$ cat src/rtl/dds_pkg.sv
// Shared AD9850 serial-load definitions: receiver states and frame layout.
package dds_pkg;

  typedef enum logic [1:0] {
    PARALLEL = 2'd0,
    ARMED    = 2'd1,
    SERIAL   = 2'd2
  } rx_state_e;

  localparam int unsigned FRAME_BITS     = 40;
  localparam int unsigned TW_BITS        = 32;
  localparam int unsigned CTRL_PHASE_LSB = 35;
  localparam int unsigned CTRL_PD_BIT    = 34;
  localparam int unsigned PHASE_BITS     = FRAME_BITS - CTRL_PHASE_LSB;
  localparam int unsigned REF_CLK_HZ     = 125000000;

  // Bit counter saturates one past a full frame so overruns stay visible.
  localparam int unsigned BIT_CNT_MAX    = FRAME_BITS + 1;
  localparam int unsigned BIT_CNT_W      = $clog2(BIT_CNT_MAX + 1);

endpackage

$ cat src/rtl/dds_pin_sync.sv
// Synchroniser plus rise-edge detector for one DDS control pin.
// RISE_OUT selects the registered rise event; otherwise q is the synchronised
// level delayed to line up with the rise events of the sibling pins.
module dds_pin_sync #(
  parameter int unsigned SYNC_STAGES = 2,
  parameter bit          RISE_OUT    = 1'b1
) (
  input  logic clk,
  input  logic reset,
  input  logic pin,
  output logic q
);

  logic [SYNC_STAGES-1:0] sync_q;
  logic                   hist_q;

  // Metastability chain followed by the single edge-history flop.
  always_ff @(posedge clk or negedge reset) begin
    if (!reset) begin
      sync_q <= '0;
      hist_q <= 1'b0;
    end else begin
      sync_q <= {sync_q[SYNC_STAGES-2:0], pin};
      hist_q <= sync_q[SYNC_STAGES-1];
    end
  end

  if (RISE_OUT) begin : g_rise
    logic rise_q;

    // Registered single-cycle rise event.
    always_ff @(posedge clk or negedge reset) begin
      if (!reset) begin
        rise_q <= 1'b0;
      end else begin
        rise_q <= sync_q[SYNC_STAGES-1] & ~hist_q;
      end
    end

    assign q = rise_q;
  end else begin : g_level
    assign q = hist_q;
  end

endmodule

$ cat src/rtl/ad9850_serial_rx.sv
// AD9850 3-wire serial-load receiver: tracks serial-mode entry, deserialises
// 40-bit LSB-first frames and presents the committed tuning/control fields.
module ad9850_serial_rx
  import dds_pkg::*;
#(
  parameter int unsigned SYNC_STAGES = 2,
  parameter int unsigned LOAD_CNT_W  = 16
) (
  input  logic                  clk,
  input  logic                  reset,
  input  logic                  dds_wclk,
  input  logic                  dds_fqud,
  input  logic                  dds_data,
  input  logic                  dds_reset,
  output logic [TW_BITS-1:0]    tuning_word,
  output logic [PHASE_BITS-1:0] phase,
  output logic                  power_down,
  output logic                  serial_mode,
  output logic                  word_valid,
  output logic                  frame_error,
  output logic                  ctrl_error,
  output logic [LOAD_CNT_W-1:0] load_count
);

  logic wclk_rise;
  logic fqud_rise;
  logic data_lvl;
  logic dreset_lvl;

  dds_pin_sync #(.SYNC_STAGES(SYNC_STAGES), .RISE_OUT(1'b1)) u_sync_wclk (
    .clk(clk), .reset(reset), .pin(dds_wclk), .q(wclk_rise)
  );

  dds_pin_sync #(.SYNC_STAGES(SYNC_STAGES), .RISE_OUT(1'b1)) u_sync_fqud (
    .clk(clk), .reset(reset), .pin(dds_fqud), .q(fqud_rise)
  );

  dds_pin_sync #(.SYNC_STAGES(SYNC_STAGES), .RISE_OUT(1'b0)) u_sync_data (
    .clk(clk), .reset(reset), .pin(dds_data), .q(data_lvl)
  );

  dds_pin_sync #(.SYNC_STAGES(SYNC_STAGES), .RISE_OUT(1'b0)) u_sync_dreset (
    .clk(clk), .reset(reset), .pin(dds_reset), .q(dreset_lvl)
  );

  rx_state_e              state_q, state_d;
  logic [FRAME_BITS-1:0]  sr_q, sr_d, sr_n;
  logic [BIT_CNT_W-1:0]   cnt_q, cnt_d, cnt_n;
  logic [TW_BITS-1:0]     tw_d;
  logic [PHASE_BITS-1:0]  phase_d;
  logic                   pd_d;
  logic                   serial_d;
  logic                   wv_d;
  logic                   fe_d;
  logic                   ce_d;
  logic [LOAD_CNT_W-1:0]  load_d;

  // State, shift register, counter and all registered outputs.
  always_ff @(posedge clk or negedge reset) begin
    if (!reset) begin
      state_q     <= PARALLEL;
      sr_q        <= '0;
      cnt_q       <= '0;
      tuning_word <= '0;
      phase       <= '0;
      power_down  <= 1'b0;
      serial_mode <= 1'b0;
      word_valid  <= 1'b0;
      frame_error <= 1'b0;
      ctrl_error  <= 1'b0;
      load_count  <= '0;
    end else begin
      state_q     <= state_d;
      sr_q        <= sr_d;
      cnt_q       <= cnt_d;
      tuning_word <= tw_d;
      phase       <= phase_d;
      power_down  <= pd_d;
      serial_mode <= serial_d;
      word_valid  <= wv_d;
      frame_error <= fe_d;
      ctrl_error  <= ce_d;
      load_count  <= load_d;
    end
  end

  // Mode tracking, shifting and commit decisions; shift is applied before
  // the commit check so a coincident W_CLK/FQ_UD pair sees the new bit.
  always_comb begin
    state_d = state_q;
    sr_d    = sr_q;
    cnt_d   = cnt_q;
    sr_n    = sr_q;
    cnt_n   = cnt_q;
    tw_d    = tuning_word;
    phase_d = phase;
    pd_d    = power_down;
    wv_d    = 1'b0;
    fe_d    = 1'b0;
    ce_d    = 1'b0;
    load_d  = load_count;

    if (dreset_lvl) begin
      state_d = PARALLEL;
      sr_d    = '0;
      cnt_d   = '0;
      tw_d    = '0;
      phase_d = '0;
      pd_d    = 1'b0;
    end else begin
      unique case (state_q)
        PARALLEL: begin
          if (wclk_rise) begin
            state_d = ARMED;
          end
        end
        ARMED: begin
          if (fqud_rise) begin
            state_d = SERIAL;
            sr_d    = '0;
            cnt_d   = '0;
          end
        end
        SERIAL: begin
          if (wclk_rise) begin
            sr_n  = {data_lvl, sr_q[FRAME_BITS-1:1]};
            cnt_n = (cnt_q == BIT_CNT_W'(BIT_CNT_MAX)) ? cnt_q
                                                       : cnt_q + BIT_CNT_W'(1);
          end
          sr_d  = sr_n;
          cnt_d = cnt_n;
          if (fqud_rise) begin
            if (cnt_n == BIT_CNT_W'(FRAME_BITS)) begin
              tw_d    = sr_n[TW_BITS-1:0];
              pd_d    = sr_n[CTRL_PD_BIT];
              phase_d = sr_n[FRAME_BITS-1:CTRL_PHASE_LSB];
              wv_d    = 1'b1;
              load_d  = load_count + LOAD_CNT_W'(1);
              ce_d    = |sr_n[CTRL_PD_BIT-1:TW_BITS];
            end else if (cnt_n > BIT_CNT_W'(1)) begin
              fe_d = 1'b1;
            end
            sr_d  = '0;
            cnt_d = '0;
          end
        end
        default: begin
          state_d = PARALLEL;
        end
      endcase
    end

    serial_d = (state_d == SERIAL);
  end

endmodule
$ cat config.mk
export PLATFORM = sky130hd
export DESIGN_NAME = ad9850_serial_rx
export DESIGN_NICKNAME = d
export VERILOG_FILES = /design/src/rtl/dds_pkg.sv /design/src/rtl/dds_pin_sync.sv /design/src/rtl/ad9850_serial_rx.sv
export SDC_FILE = /design/constraint.sdc
export NUM_CORES = 1
export LEC_CHECK = 0
export CORE_UTILIZATION = 60
export CTS_BUF_LIST = sky130_fd_sc_hd__clkbuf_16
export DETAILED_ROUTE_END_ITERATION = 10
export PLACE_DENSITY_LB_ADDON = 0.25
export SLEW_MARGIN = 25
export SYNTH_ARGS = -nofsm -noshare
export SYNTH_HDL_FRONTEND = slang
export SYNTH_SLANG_ARGS = --single-unit
$ cat constraint.sdc
create_clock -name clk -period 6.1 [get_ports clk]
set_input_delay 0.61 -clock clk [delete_from_list [all_inputs] [get_ports clk]]
set_output_delay 0.61 -clock clk [all_outputs]
set_load 0.05 [all_outputs]
# Word level (Yosys, flattened, before mapping)
# Cells that the tools add are included.
# totals
register_bits,120
in_bits,6
wordCells,88
# classes
n_addsub,2
magnitude_cmp,1
eq_ne,6
muxes,44
bitwise,5
n_reduce_logical,9
# op_table
operator,n
two-way mux 40 bit,6
two-way mux 32 bit,4
one-hot mux 40 bit (2 select lines),1
two-way mux 6 bit,7
two-way mux 5 bit,4
two-way mux 1 bit,17
adder 16 x 1 -> 16 bit (second input constant),1
== test 6 bit (second input constant),2
one-hot mux 6 bit (2 select lines),1
adder 6 x 1 -> 6 bit (second input constant),1
greater-than comparator 6 x 1 -> 1 bit (second input constant),1
two-way mux 2 bit,3
one-hot mux 2 bit (3 select lines),1
nonzero test 2 bit,3
== test 2 bit (second input constant),2
AND reduction 4 bit,1
!= test 3 x 1 -> 1 bit (second input constant),1
inverter 1 bit,3
AND reduction 3 bit,1
nonzero test 3 bit,1
AND 1 bit,2
== test 2 x 1 -> 1 bit (second input constant),1
logical NOT 2 bit,1
AND reduction 2 bit,1
OR reduction 2 bit,1

# Logic depth before layout (Yosys ltp)
# logic_depth
word_depth,11
mapped_depth,10

# Cells and area by module
# From an unflattened synthesis, not the netlist that was laid out.
# hier_totals
hier_cells,375
hier_area_um2,4956.0
# modules_own_cells
module,n_inst,cells_each,area_per_inst_um2,seq_area_each_um2
ad9850_serial_rx,1,359,4578.1,2652.5
dds_pin_sync (u_sync_fqud ...),2,5,113.9,100.1
dds_pin_sync (u_sync_data ...),2,3,75.1,75.1

# Worst setup path before layout
# OpenSTA, ideal clock, no wires.
# synth_path
kind,register to register
from,register cnt_q[0]
to,register tuning_word[21]
setup_time_ps,88
arrival_time_ps,2058
required_time_ps,6012
setup_slack_ps,3954
path_stages_with_launch,10
path_buffers,2
period_less_slack_ps,2146
cell_sequence,dfrtp_1 > ha_1 > nand2_1 > xor2_1 > a31oi_4 > nor4_4 > buf_4 > buf_6 > nor2_1 > a211oi_2
# synth_between
elab_chain_cells,8
word_cells_on_any_way,9
cone_classes,add/sub: 1; eq/ne: 2; mux: 4; reduce/logical: 2
# synth_lines
element,line_no,text
start: declaration,ad9850_serial_rx.sv:48,"logic [BIT_CNT_W-1:0] cnt_q, cnt_d, cnt_n;"
start signal: assignment,ad9850_serial_rx.sv:75,cnt_q <= cnt_d;
adder 6 x 1 -> 6 bit or == test 6 bit (tied branches),"ad9850_serial_rx.sv:128, ad9850_serial_rx.sv:127",
two-way mux 6 bit,ad9850_serial_rx.sv:127,cnt_n = (cnt_q == BIT_CNT_W'(BIT_CNT_MAX)) ? cnt_q
two-way mux 6 bit *,ad9850_serial_rx.sv:125,if (wclk_rise) begin
two-way mux 6 bit *,ad9850_serial_rx.sv:111,unique case (state_q)
two-way mux 6 bit *,ad9850_serial_rx.sv:103,if (dreset_lvl) begin
== test 6 bit *,ad9850_serial_rx.sv:133,if (cnt_n == BIT_CNT_W'(FRAME_BITS)) begin
nonzero test 2 bit (no line) *,n/a,
AND reduction 3 bit (no line) *,n/a,
end signal: assignment,ad9850_serial_rx.sv:76,tuning_word <= tw_d;
end: declaration,ad9850_serial_rx.sv:15,"output logic [TW_BITS-1:0] tuning_word,"
# Every way passes the cells marked *; elsewhere a longest branch is shown, timed or not. The select of a mux whose other input is x is not followed.
# A chain may end at the register's enable or synchronous reset.

# Final worst setup path
# layout_path
from,"register u_sync_wclk.g_rise.rise_q, in the netlist u_sync_wclk.q"
to,register tuning_word[12]
# layout_between
elab_chain_cells,7
word_cells_on_any_way,13
cone_classes,eq/ne: 1; mux: 10; reduce/logical: 2
# layout_lines
element,line_no,text
start: declaration,dds_pin_sync.sv:29,logic rise_q;
start signal: assignment,dds_pin_sync.sv:36,rise_q <= sync_q[SYNC_STAGES-1] & ~hist_q;
branches (longest 7 deep; another with two-way mux 6 bit),n/a,
# Parallel ways; which one is timed is not known. The select of a mux whose other input is x is not followed.

==> impl_summary.log <==
INFO  metric outcome = finished, final reports clean
INFO  metric relSlewSlack = between 30% and 40%
INFO  metric power_frac_comb = 3.2%
INFO  metric holdWs = approximately 0.19 ns
INFO  metric synth_top_area_share = between 50% and 60%
INFO  metric worst_path_most_repeated_cell = buf_4
INFO  metric timing.critical_path.slowest_cell_delay = 0.63 ns
INFO  metric utilization = 76.10%
INFO  metric synth_simple_gate_area_share = 10.95%
INFO  metric synth_top_family_by_area = compound AO/OA/AOI/OAI gates
INFO  metric maxClockFrequency = between 0.3 and 0.4 GHz
INFO  metric yosys-mux-area-fraction = 7.553%
INFO  metric ys_types = 46
INFO  metric gp_congestion = about 0.75
INFO  metric switching_power = 0.4161 mW
INFO  metric die_area = a little over 9000 sq um
INFO  metric power_leakage = 2.835 nW
INFO  metric switching_share = 22.13%
INFO  metric xor_xnor_share_of_the_synthesized_area = 3.472%
INFO  metric launching_instance_or_port_of_the_critical_path = u_sync_wclk.q$_DFF_PN0_
INFO  metric clk_pin_slew_worst_paths = around 0.06 ns
INFO  metric wire_length_of_the_first_global_routing_pass = 17060 um
INFO  metric wl_per_cell = 16.91 um
INFO  metric tritoncts = done
INFO  metric worst_margin_pin_slew = around 0.95 ns
INFO  metric design.final.nets = roughly 500
INFO  metric crit_path_max_fanout = 76
INFO  metric crit_arrival = 3.48 ns
INFO  metric grt.total_usage = 24.57%
INFO  metric yosys.cell_count.top_type = dfrtp_1
INFO  metric max_clock_buf_depth = 2
INFO  metric placed_area = 5983 sq um
INFO  metric dr_total_vias = 3636
INFO  metric synth-async-reset-ratio = 100.0%
INFO  metric number_of_buffers_inserted_during_clock_tree_synthesis = 17
INFO  metric drt-pass1-iter-count = 5
INFO  metric hold_bufs_inserted_after_cts = 0
INFO  metric effective_utilization_at_floorplan = 61.46%
INFO  metric floorplan.die.height = ~96 um
INFO  metric setup_viol = 0
INFO  metric cts_sinks = 120
INFO  metric clk_latency = 0.41 ns
INFO  metric yosys_warnings = 0
INFO  metric gr-total-overflow = 0
INFO  metric drc = 0
INFO  metric netlist.top_cell.by_area = dfrtp_1
INFO  metric internal-power = approximately 1.5 mW
INFO  metric unrepaired_setup_endpoints_after_global_routing = no
INFO  metric synthCells = 438
INFO  metric count_of_endpoints_failing_hold_in_the_final_timing_report = 0
INFO  metric drv_cap = 0
INFO  metric avgViaCountPerCell = about 5.9
INFO  metric timing.final.crit_share = between 50% and 60%
INFO  metric postSynthRegisterBits = 120
INFO  metric timing_max_transition_violations_final = 0
INFO  metric num_rows = 34
INFO  metric ir_drop = 233.2 uV
INFO  metric skew = 0.006713 ns
INFO  metric crit_slowest_cell = buf_4
INFO  metric post_cts.repair.setup_buffers = 0
INFO  metric grt_antenna_before_repair = 0
INFO  metric route.final.wire_length = around 10000 um
INFO  metric dpl.hpwl = 5962 um
INFO  metric final.setup.tns = 0 ns
INFO  metric drt_iter0_markers = about 210
INFO  metric io_buffer_count = 63
INFO  metric crit_chain = buf_4 > and4_1 > xnor2_4 > nand4b_4 > nor4_4 > buf_4 > nor2_1 > a211oi_1
INFO  metric power_density_over_cell_area = 284.7 nW/um^2
INFO  metric count_of_flip_flops_with_a_built_in_enable_after_synthesis = 0
INFO  metric synth_compound_gate_area_share = 16.40%
INFO  metric grt_max_degree = 77
INFO  metric flow.area_growth_from_synthesis = 23.81%
INFO  metric die_width = 96.29 um
INFO  metric dominantRegCellSynth = dfrtp_1
INFO  metric grt_pass1_vias = 3410
INFO  metric ctsRootBufferMaster = clkbuf_16
INFO  metric layout_cells_sized_above_1 = 12.48%
INFO  metric final_area = around 6600 sq um
INFO  metric final.min_clock_period = 3.195 ns
INFO  metric yosys-top-cells-count = dfrtp_1 (120), nor2_1 (47), a22o_1 (40)
INFO  metric standard_cell_core_area = 8678 sq um
INFO  metric synth_fp_nets = 452
INFO  metric ant_nets = 0
INFO  metric post_synth_fa_ha_maj_area_fraction = 1.877%
INFO  metric num_antenna_cells = 0
INFO  metric synth_seq_area_share = 56.30%
INFO  metric syn_area = 5334 sq um
INFO  metric synth_top_cells_by_area = dfrtp_1 (56%), mux2i_1 (7.1%), a22o_1 (6.6%)
INFO  metric postCtsResizedCells = 0
INFO  metric worst_path_class_setup = reg2reg
INFO  metric hp-class = in2async
INFO  metric seq_power_share = 43.1%
INFO  metric io_pins = 64
INFO  metric crit-reg2reg-launch = u_sync_wclk.q$_DFF_PN0_
INFO  metric timing.critical_path.from_type = flop
INFO  metric power.share.clock = a little over half
INFO  metric syn_avg_cell_area = 12.18 sq um
INFO  metric cts-htree-levels = 4
INFO  metric cp.required = 6.39 ns
INFO  metric critPathCaptureType = flop
power groups by stage:
stage	Sequential, mW	Combinational (mW)	Clock [mW]
after floorplan	0.820	0.0368	0
after global placement	0.824	0.0579	0
after detailed placement	0.825	0.0590	0
after CTS	0.811	0.0597	1.02
after global routing	0.811	0.0670	1.06
final	0.811	0.0604	1.01
layer usage:
metal | GRT usage (%) | up-vias | wire (um)
met4 | 8.582 | 0 | 151
met5 | 0 | - | 0
met2 | 36.58 | 111 | 4892
li1 | - | 1710 | -
met3 | 6.161 | 18 | 457
met1 | 35.13 | 1797 | 4866
registers in the layout (all words and copies together) (netlist names), 5 cells and up:
signal,flops
phase,5
tuning_word,32
sr_q,40
load_count,16
cnt_q,6
layout by cell type, fill, tap and decap left out, drive strengths merged, types with 3 or more instances in the layout:
| master | Yosys | final |
|---|---|---|
| nor2b | 3 | 3 |
| clkinv | 0 | 6 |
| mux2i | 38 | 38 |
| ha | 8 | 8 |
| nand2 | 20 | 20 |
| nor2 | 47 | 47 |
| or2 | 3 | 3 |
| nand3 | 7 | 7 |
| xor2 | 8 | 8 |
| a211oi | 38 | 38 |
| xnor2 | 11 | 11 |
| bufinv | 0 | 3 |
| a21oi | 5 | 5 |
| buf | 16 | 6 |
| dfrtp | 120 | 120 |
| inv | 7 | 10 |
| o21ai | 9 | 9 |
| nor4 | 8 | 8 |
| a22o | 40 | 40 |
| clkdlybuf4s50 | 0 | 62 |
| clkbuf | 16 | 17 |
| nand4 | 5 | 5 |
| and3 | 3 | 3 |
worst paths after layout:
kind / to / slack [ns] / cells after the start
setup / recovery: tuning_word[12]$_DFFE_PN0P_ / 2.91 / 8
hold / removal: load_count[13]$_DFFE_PN0P_ / 0.19 / 1
setup reg to reg: tuning_word[12]$_DFFE_PN0P_ / 2.91 / 8
hold reg to reg: u_sync_dreset.q$_DFF_PN0_ / 0.35 / 0
max in group asynchronous: sr_q[29]$_DFFE_PN0P_ / 4.80 / 3
min in group clk: u_sync_dreset.q$_DFF_PN0_ / 0.35 / 0
cell type report:
cell class              count  area, sq um
clock buffers              17        425.4
flip-flops and latches    120         3005
clock inverters            14        175.2
multi-input cells         279         2158
fillers                   559         2074
well taps                 108        135.1
inverters                   7        26.28
repair buffers             68        678.2
worst max-delay path, delay by kind of cell (launching register included):
| kind | cells | cell delay, ns |
|---|---|---|
| compound gates | 1 | 0.30 |
| flops | 1 | 0.34 |
| xor+xnor | 1 | 0.18 |
| buf+inv | 2 | 1.26 |
| simple gates | 4 | 0.93 |
through the flow:
step	setup WS, ns	instances	power [mW]
3_3_place_gp	3.133	581	0.8821
4_1_cts	2.883	612	1.891
6_report	2.905	613	1.880
5_1_grt	2.676	613	1.939
2_1_floorplan	3.954	438	0.8568
3_5_place_dp	2.988	581	0.8838
logic make-up (layout without fill, tap and decap cells):
group	Yosys count	after routing
flops	120	120
mux	40	40
buf+inv	39	106
xor+xnor	19	19
compound gates	105	105
simple gates	107	107
fa+ha+maj	8	8
Power figures use the tool's default switching activity.
